`config.mk`:
```
export PLATFORM = sky130hd
export DESIGN_NAME = vga_capture
export DESIGN_NICKNAME = d
export VERILOG_FILES = /design/src/rtl/vga_capture.sv
export SDC_FILE = /design/constraint.sdc
export NUM_CORES = 1
export LEC_CHECK = 0
export CAP_MARGIN = 25
export CORE_ASPECT_RATIO = 1.1
export CORE_MARGIN = 2
export CORE_UTILIZATION = 51
export DETAILED_ROUTE_END_ITERATION = 8
export DONT_BUFFER_PORTS = 1
export PLACE_DENSITY = 0.77
export SKIP_CTS_REPAIR_TIMING = 1
export SLEW_MARGIN = 20
export SYNTH_ARGS = -nofsm -noshare
export SYNTH_HDL_FRONTEND = slang
export SYNTH_SLANG_ARGS = --single-unit
```
`constraint.sdc`:
```
create_clock -name clk -period 8.75 [get_ports clk]
set_input_delay 1.3125 -clock clk [delete_from_list [all_inputs] [get_ports clk]]
set_output_delay 1.3125 -clock clk [all_outputs]
set_load 0.05 [all_outputs]
```
`src/rtl/vga_capture.sv`:
```
// VGA link sink: recovers pixel position from sync edges, verifies frame timing,
// locks onto it and emits one registered write per visible pixel while locked.
module vga_capture #(
    parameter int H_ACTIVE = 640,
    parameter int H_TOTAL  = 800,
    parameter int H_SYNC   = 96,
    parameter int H_BP     = 48,
    parameter int V_ACTIVE = 480,
    parameter int V_TOTAL  = 525,
    parameter int V_SYNC   = 2,
    parameter int V_BP     = 10,
    parameter bit SYNC_POL = 1'b1,
    parameter int PIX_LAT  = 1
) (
    input  logic        clk,
    input  logic        reset,
    input  logic        p_tick,
    input  logic        hsync,
    input  logic        vsync,
    input  logic [2:0]  rgb,
    output logic        cap_valid,
    output logic [9:0]  cap_x,
    output logic [9:0]  cap_y,
    output logic [18:0] cap_addr,
    output logic [2:0]  cap_rgb,
    output logic        frame_start,
    output logic        locked,
    output logic        sync_err,
    output logic [10:0] line_len
);

    localparam logic signed [12:0] X_OFS = 13'(H_SYNC + H_BP + PIX_LAT);
    localparam logic signed [12:0] X_LIM = 13'(H_ACTIVE);
    localparam logic signed [11:0] Y_OFS = 12'(V_SYNC + V_BP + 1);
    localparam logic signed [11:0] Y_LIM = 12'(V_ACTIVE);

    typedef enum logic [1:0] {
        ST_SEARCH = 2'd0,
        ST_TRACK  = 2'd1,
        ST_LOCKED = 2'd2
    } state_t;

    state_t state_q, state_d;

    logic        hs_prev_q, hs_prev_d;
    logic        vs_prev_q, vs_prev_d;
    logic        h_primed_q, h_primed_d;
    logic [10:0] hcnt_q, hcnt_d;
    logic [9:0]  vline_q, vline_d;

    logic        cap_valid_q, cap_valid_d;
    logic [9:0]  cap_x_q, cap_x_d;
    logic [9:0]  cap_y_q, cap_y_d;
    logic [18:0] cap_addr_q, cap_addr_d;
    logic [2:0]  cap_rgb_q, cap_rgb_d;
    logic        frame_start_q, frame_start_d;
    logic        sync_err_q, sync_err_d;
    logic [10:0] line_len_q, line_len_d;

    logic        hs_act, vs_act;
    logic        hs_edge, vs_edge;
    logic [10:0] hcnt_inc, hcnt_tick;
    logic [9:0]  vline_base, vline_tick;
    logic        err_line, err_miss, err_frame, sync_fault;
    logic signed [12:0] x_pos;
    logic signed [11:0] y_pos;
    logic        visible;
    logic [9:0]  x_pix, y_pix;
    logic [18:0] addr_shift, addr_mult;
    logic        capture_en;

    // Sync front end and position counters; everything holds between pixel strobes.
    always_comb begin
        hs_act   = (hsync == SYNC_POL);
        vs_act   = (vsync == SYNC_POL);
        hs_edge  = p_tick && hs_act && !hs_prev_q;
        vs_edge  = p_tick && vs_act && !vs_prev_q;

        hcnt_inc  = (hcnt_q == 11'h7FF) ? hcnt_q : hcnt_q + 11'd1;
        hcnt_tick = hs_edge ? 11'd0 : hcnt_inc;

        vline_base = vs_edge ? 10'd0 : vline_q;
        vline_tick = (hs_edge && (vline_base != 10'h3FF)) ? vline_base + 10'd1 : vline_base;

        hs_prev_d  = p_tick ? hs_act : hs_prev_q;
        vs_prev_d  = p_tick ? vs_act : vs_prev_q;
        h_primed_d = h_primed_q || hs_edge;
        hcnt_d     = p_tick ? hcnt_tick : hcnt_q;
        vline_d    = p_tick ? vline_tick : vline_q;
    end

    // Timing checks; only meaningful once the FSM has seen a vsync edge.
    always_comb begin
        err_line   = hs_edge && h_primed_q && (hcnt_q != 11'(H_TOTAL - 1));
        err_miss   = p_tick && !hs_edge && (hcnt_q == 11'(H_TOTAL - 1));
        err_frame  = vs_edge && (vline_q != 10'(V_TOTAL));
        sync_fault = (state_q != ST_SEARCH) && (err_line || err_miss || err_frame);
    end

    // Position of the colour sampled on this strobe, taken from post-update counts.
    always_comb begin
        x_pos   = $signed({2'b00, hcnt_tick}) - X_OFS;
        y_pos   = $signed({2'b00, vline_tick}) - Y_OFS;
        visible = (x_pos >= 13'sd0) && (x_pos < X_LIM) &&
                  (y_pos >= 12'sd0) && (y_pos < Y_LIM);
        x_pix   = x_pos[9:0];
        y_pix   = y_pos[9:0];
        addr_shift = ({9'd0, y_pix} << 9) + ({9'd0, y_pix} << 7) + {9'd0, x_pix};
        addr_mult  = 19'(y_pix * H_ACTIVE) + {9'd0, x_pix};
    end

    // State register
    always_ff @(posedge clk or negedge reset) begin
        if (!reset) begin
            state_q <= ST_SEARCH;
        end else begin
            state_q <= state_d;
        end
    end

    // Next state: a fault on the same strobe as a vsync edge takes precedence.
    always_comb begin
        state_d = state_q;
        unique case (state_q)
            ST_SEARCH: if (vs_edge) state_d = ST_TRACK;
            ST_TRACK: begin
                if (sync_fault)   state_d = ST_SEARCH;
                else if (vs_edge) state_d = ST_LOCKED;
            end
            ST_LOCKED: if (sync_fault) state_d = ST_SEARCH;
            default:   state_d = ST_SEARCH;
        endcase
    end

    // State outputs
    always_comb begin
        capture_en = (state_q == ST_LOCKED);
        locked     = (state_q == ST_LOCKED);
    end

    always_comb begin
        cap_valid_d   = p_tick && capture_en && visible;
        cap_x_d       = cap_valid_d ? x_pix : cap_x_q;
        cap_y_d       = cap_valid_d ? y_pix : cap_y_q;
        cap_addr_d    = cap_valid_d ? ((H_ACTIVE == 640) ? addr_shift : addr_mult) : cap_addr_q;
        cap_rgb_d     = cap_valid_d ? rgb : cap_rgb_q;
        frame_start_d = vs_edge;
        sync_err_d    = sync_fault;
        line_len_d    = hs_edge ? hcnt_inc : line_len_q;
    end

    always_ff @(posedge clk or negedge reset) begin
        if (!reset) begin
            hs_prev_q     <= 1'b0;
            vs_prev_q     <= 1'b0;
            h_primed_q    <= 1'b0;
            hcnt_q        <= '0;
            vline_q       <= '0;
            cap_valid_q   <= 1'b0;
            cap_x_q       <= '0;
            cap_y_q       <= '0;
            cap_addr_q    <= '0;
            cap_rgb_q     <= '0;
            frame_start_q <= 1'b0;
            sync_err_q    <= 1'b0;
            line_len_q    <= '0;
        end else begin
            hs_prev_q     <= hs_prev_d;
            vs_prev_q     <= vs_prev_d;
            h_primed_q    <= h_primed_d;
            hcnt_q        <= hcnt_d;
            vline_q       <= vline_d;
            cap_valid_q   <= cap_valid_d;
            cap_x_q       <= cap_x_d;
            cap_y_q       <= cap_y_d;
            cap_addr_q    <= cap_addr_d;
            cap_rgb_q     <= cap_rgb_d;
            frame_start_q <= frame_start_d;
            sync_err_q    <= sync_err_d;
            line_len_q    <= line_len_d;
        end
    end

    assign cap_valid   = cap_valid_q;
    assign cap_x       = cap_x_q;
    assign cap_y       = cap_y_q;
    assign cap_addr    = cap_addr_q;
    assign cap_rgb     = cap_rgb_q;
    assign frame_start = frame_start_q;
    assign sync_err    = sync_err_q;
    assign line_len    = line_len_q;

endmodule
```
==> results.toml, run 1 <==
[routing]
drc_errors = 0
wl_per_cell_um = 17.4
wl_met2_um = 4780
routed_wl_um = 9750
drtAntennaViolNets = 0
drt-initial-drc-count = 107
avgViaCountPerCell = 5.89
wl_met3_um = 552
via_count = 3307
first_pass_iters = 4
m1WireLength_um = 4240
top_layer = "met4"

[sta]
fmax_mhz = 166
clock_skew_ps = 8.22
setup_ws_ps = 2730
final.min_clock_period_ps = 6020
finalHoldViolCount = 0
finalSetupViolations = 0
rsz0062_at_grt = "no"
worstMarginPinSlew_ps = 1050
slew_headroom = 0.299
setup_tns_ps = 0
timing.final.crit_share = 0.688
maxSlewViolCount = 0

[floorplan]
io_pins = 65
core_mm2 = 0.00892
start_util = 0.530
die_y_um = 105
die_area_mm2 = 0.0101
num_rows = 36
die_x_um = 95.8

[min_path]
hp-class = "reg2reg"
hold_start = "state_q[1]"

[worst_setup_path]
crit_chain = "nand3b_2, nand2_1, inv_1, ha_1, nand2_1, o41ai_2, xnor2_1, inv_1, nand2_1, xor2_1, inv_1, fa_1, inv_1, fa_1, a21o_1, a21oi_1, o211ai_1, a21o_1, a21oi_1, o21ai_0, xor3_1, mux2_4"
arrival_ps = 6270
cpPeakStageDelay_ps = 680
critPathRequiredTime_ps = 9000
r2r_setup_slack_ps = 3290
reg2reg_from = "vs_prev_q"
cp_slowest_cell = "o41ai_2"
cp-startpoint = "vsync"
worstSetupPathType = "in2reg"
cp-start-kind = "input port"
cp-end-kind = "flip-flop"
crit_fanout = 14
crit_top_cell = "inv_1"

[pwr]
p_leak_nw = 2.37
cell_internal_pwr_uw = 713
p_seq_frac = 0.403
p_sw_uw = 479
clkPwrFrac = 0.225
combPwrFrac = 0.372
power_density_mw_per_mm2 = 245
ir_worst_vdd_uv = 170
switching_share = 0.402
total_power_mw = 1.19

[cells_and_area]
multiInputGateArea_mm2 = 0.00252
final_area_mm2 = 0.00487
stdcell_count = 561
antennaDiodeCount = 0
area_growth_pct = 2.94
drive_gt1_frac = 0.154
fill_cells = 786
nets = 474
seq_area_mm2 = 0.00188

[yosys]
ys_seq_elements = 75
synth.most_common_cell = "dfrtp_1"
synth_area_per_cell_um2 = 10.3
synth_nets = 491
synth.distinct_cells = 69
synth_edf_count = 0
yosysWarnings = 0
synthFlopType = "dfrtp_1"
synth_common_cells = "dfrtp_1, nand2_1, inv_1"
yosysSeqAreaShare = 0.397
syn_area_mm2 = 0.00473
async_reset_ff_frac = 1.00
synth_area_leaders = "dfrtp_1, mux2_4, ha_1, xnor2_1, nand2_1"
synth_top_area_frac = 0.397
synthCells = 460
synth_top_area_cell = "dfrtp_1"

[clocking]
clkSinkCount = 75
cts.path.max_buffers = 2
tritoncts = "done"
clk_latency_ps = 350
cts.htree.levels = 3
cts_root_buf = "clkbuf_8"
cts.clk_slew.worst_paths_ps = 80
cts_made_buffers = 9

[global_route]
track_usage = 0.209
overflow = 0
antenna_found_initial = 0
grt_pass1_wl_um = 16500
grt_max_degree = 76
grt_pass1_vias = 3342

[placement]
port-buffer-count = 0
pre_cts_ws_ps = 2350
place_inst = 546
gp_congestion = 0.925
placed_cell_area_mm2 = 0.00467
hpwl_um = 6990

[job]
cap_violations = 0

[run_status]
status = "finished clean"
==> state kept, by name (all words and copies together) (netlist names) <==
signal	flops
vline_q	10
sync_err	1
vs_prev_q	1
cap_rgb	3
hs_prev_q	1
h_primed_q	1
cap_valid	1
frame_start	1
cap_x	10
cap_y	10
state_q	2
cap_addr	12
line_len	11
hcnt_q	11
==> routing by layer <==
metal / global-route usage / up-vias
li1: - / 1592
met5: 0 / -
met3: 0.0534 / 18
met4: 0.0653 / 0
met1: 0.273 / 1597
met2: 0.336 / 100
==> kinds of logic after synthesis <==
family,count (synthesis),synth area share
AO/OA/AOI/OAI,86,0.128
XOR/XNOR,28,0.0551
adder cells (fa/ha/maj),23,0.0641
buffers and inverters,61,0.0693
flip-flops,75,0.397
multiplexers,51,0.138
AND/OR/NAND/NOR,136,0.149
==> power by group through the flow <==
stage                     combinational (mW)  sequential, mW  clock (mW)
final                                  0.443           0.480       0.268
after global routing                   0.504           0.488       0.288
after CTS                              0.446           0.479       0.272
after detailed placement               0.442           0.487           0
after global placement                 0.433           0.482           0
after floorplan                        0.363           0.464           0
==> final timing paths <==
| check | end | cells past startpoint |
|---|---|---|
| max | cap_addr[18] | 22 |
| max in group asynchronous | cap_x[3] | 0 |
| min | state_q[0] | 1 |
| min in group asynchronous | line_len[3] | 0 |
| max reg2reg | cap_addr[18] | 22 |
| min reg2reg | state_q[0] | 1 |
==> area by class of cell <==
cell class                 count  area share
sequential                    75       0.386
clock inverter                 5      0.0111
multi-input combinational    324       0.519
inverter                      31      0.0239
timing repair buffer           2     0.00309
clock buffer                  10      0.0283
tap                          114      0.0293
==> placed cells by master, fill, tap and decap left out, types with 10 or more instances in the layout <==
master    instances
dfrtp_1          75
nand2_1          40
inv_1            29
nor2_1           28
mux2_4           25
xnor2_1          22
ha_1             21
o21ai_0          20
a21oi_1          15
mux2i_1          14
nor3_1           12
mux2_2           12
clkbuf_8         10
==> worst max-delay path, delay by kind of cell <==
kind / cells / cell delay [ps]
multiplexers: 1 / 270
buffers and inverters: 4 / 440
adder cells (fa/ha/maj): 3 / 1200
XOR/XNOR: 3 / 720
AND/OR/NAND/NOR: 4 / 520
AO/OA/AOI/OAI: 7 / 1790
==> per-stage QoR <==
step / util / hold WS (ps)
global placement: 0.524 / 445
floorplan: - / 435
CTS: 0.546 / 480
detailed placement: 0.524 / 459
finish: 0.546 / 479
global route: 0.546 / 486
Note: power is estimated with default switching activity, not from simulation.
==> run 2, diff against run 1 <==
--- a/config.mk
+++ b/config.mk
@@ -11,7 +11,7 @@
 export CORE_UTILIZATION = 51
 export DETAILED_ROUTE_END_ITERATION = 8
 export DONT_BUFFER_PORTS = 1
-export PLACE_DENSITY = 0.77
+export PLACE_DENSITY = 0.8
 export SKIP_CTS_REPAIR_TIMING = 1
 export SLEW_MARGIN = 20
 export SYNTH_ARGS = -nofsm -noshare
==> constraint.sdc (replaced) <==
create_clock -name clk -period 5.25 [get_ports clk]
set_input_delay 0.7875 -clock clk [delete_from_list [all_inputs] [get_ports clk]]
set_output_delay 0.7875 -clock clk [all_outputs]
set_load 0.05 [all_outputs]
==> results.toml, run 2 (synthesized netlist as in run 1, its figures left out) <==
[sta]
hold_ws_ps = 103
rsz0062_at_grt = "no"
timing.final.crit_share = 0.951
maxSlewViolCount = 0
clock_skew_ps = 8.47
fmax_mhz = 200
finalSetupViolations = 0
finalHoldViolCount = 0
worstMarginPinSlew_ps = 1020
final.min_clock_period_ps = 4990
setup_tns_ps = 0
slew_headroom = 0.321

[worst_setup_path]
cp-end-kind = "flip-flop"
critPathTopFamily = "compound AO/OA/AOI/OAI gates"
cpPeakStageDelay_ps = 440
crit_top_cell = "a21o_1"
cp-start-kind = "flip-flop"
path_buf_inv = 0
cp_slowest_cell = "dfrtp_2"
critPathRequiredTime_ps = 5510
worstSetupPathType = "reg2reg"
arrival_ps = 5250
crit_fanout = 8
crit_chain = "ha_2, and4_1, nand3_4, nor2_1, a21oi_1, or2_2, ha_1, a311o_1, a21o_1, a21o_1, ha_1, ha_1, fa_1, a21o_1, a21oi_2, o211ai_1, a21o_1, a21oi_2, o21ai_0, xor3_1, mux2_4"

[floorplan]
io_pins = 65
start_util = 0.530
die_x_um = 95.8
core_mm2 = 0.00892
num_rows = 36
die_y_um = 105
die_area_mm2 = 0.0101

[global_route]
grt_pass1_wl_um = 16600
grt_max_degree = 76
track_usage = 0.213
antenna_found_initial = 0
grt_pass1_vias = 3308
overflow = 0

[placement]
gp_congestion = 0.889
port-buffer-count = 0
hpwl_um = 7190
place_inst = 556

[clocking]
cts_made_buffers = 9
clk_latency_ps = 370
cts_root_buf = "clkbuf_8"
tritoncts = "done"
cts.htree.levels = 3
cts.clk_slew.worst_paths_ps = 80
cts.path.max_buffers = 2
clkSinkCount = 75

[routing]
wl_per_cell_um = 17.4
drc_errors = 0
via_count = 3392
avgViaCountPerCell = 5.93
drt-initial-drc-count = 231
first_pass_iters = 4
drtAntennaViolNets = 0
routed_wl_um = 9970

[pwr]
combPwrFrac = 0.387
cell_internal_pwr_mw = 1.16
p_sw_uw = 796
p_seq_frac = 0.411
switching_share = 0.407
ir_worst_vdd_uv = 245
p_leak_nw = 2.42
power_density_mw_per_mm2 = 391
clkPwrFrac = 0.202

[cells_and_area]
nets = 485
largest_register_ffs = 12
layout_commonest_cell = "dfrtp_1"
stdcell_count = 572
multiInputGateArea_mm2 = 0.00258
area_growth_pct = 5.61
antennaDiodeCount = 0
drive_gt1_frac = 0.194
fill_cells = 747
post-route-util = 0.560
seq_area_mm2 = 0.00188
final_cell_mix = "dfrtp_1, nand2_1, nor2_1, inv_1, mux2_4"

[min_path]
hp-class = "in2async"

[job]
cap_violations = 0

[run_status]
status = "finished clean"
[run 2: path summary, 6_finish.rpt]
path	start	endpoint	slack [ps]	cells after the start
setup / recovery	hcnt_q[0]	cap_addr[18]	260	21
hold / removal	reset	line_len[6]	100	0
setup reg to reg	hcnt_q[0]	cap_addr[18]	260	21
hold reg to reg	h_primed_q	h_primed_q	480	1
max in group asynchronous	reset	frame_start	5030	0
min in group clk	h_primed_q	h_primed_q	480	1
[run 2: area by class of cell]
class                      instances  share of cell area
multi-input combinational        324               0.517
clock inverter                     4             0.00551
tap                              114              0.0286
clock buffer                      11              0.0283
inverter                          31              0.0233
timing repair buffer              13              0.0213
sequential                        75               0.376
[run 2: metrics by stage]
| step | setup slack [ps] | power (mW) | cell area, µm² |
|---|---|---|---|
| final | 256 | 1.95 | 4990 |
| after global routing | 23.5 | 2.12 | 4990 |
| after CTS | 89.0 | 1.96 | 4970 |
| after detailed placement | 101 | 1.56 | 4800 |
| after global placement | 224 | 1.54 | 4800 |
| after floorplan | 15.2 | 1.40 | 4770 |
[run 2: layer usage]
metal / up-vias / wire length [µm] / track usage
met5: - / 0 / 0
met4: 0 / 210 / 0.0765
met3: 18 / 599 / 0.0642
met2: 105 / 4720 / 0.319
met1: 1658 / 4450 / 0.290
li1: 1611 / - / -
[run 2: power by group through the flow]
stage,registers (mW),clock network (mW),logic (mW)
3_5_place_dp,0.810,0,0.749
5_1_grt,0.815,0.436,0.871
6_report,0.803,0.395,0.756
4_1_cts,0.798,0.406,0.756
2_1_floorplan,0.774,0,0.621
3_3_place_gp,0.806,0,0.730
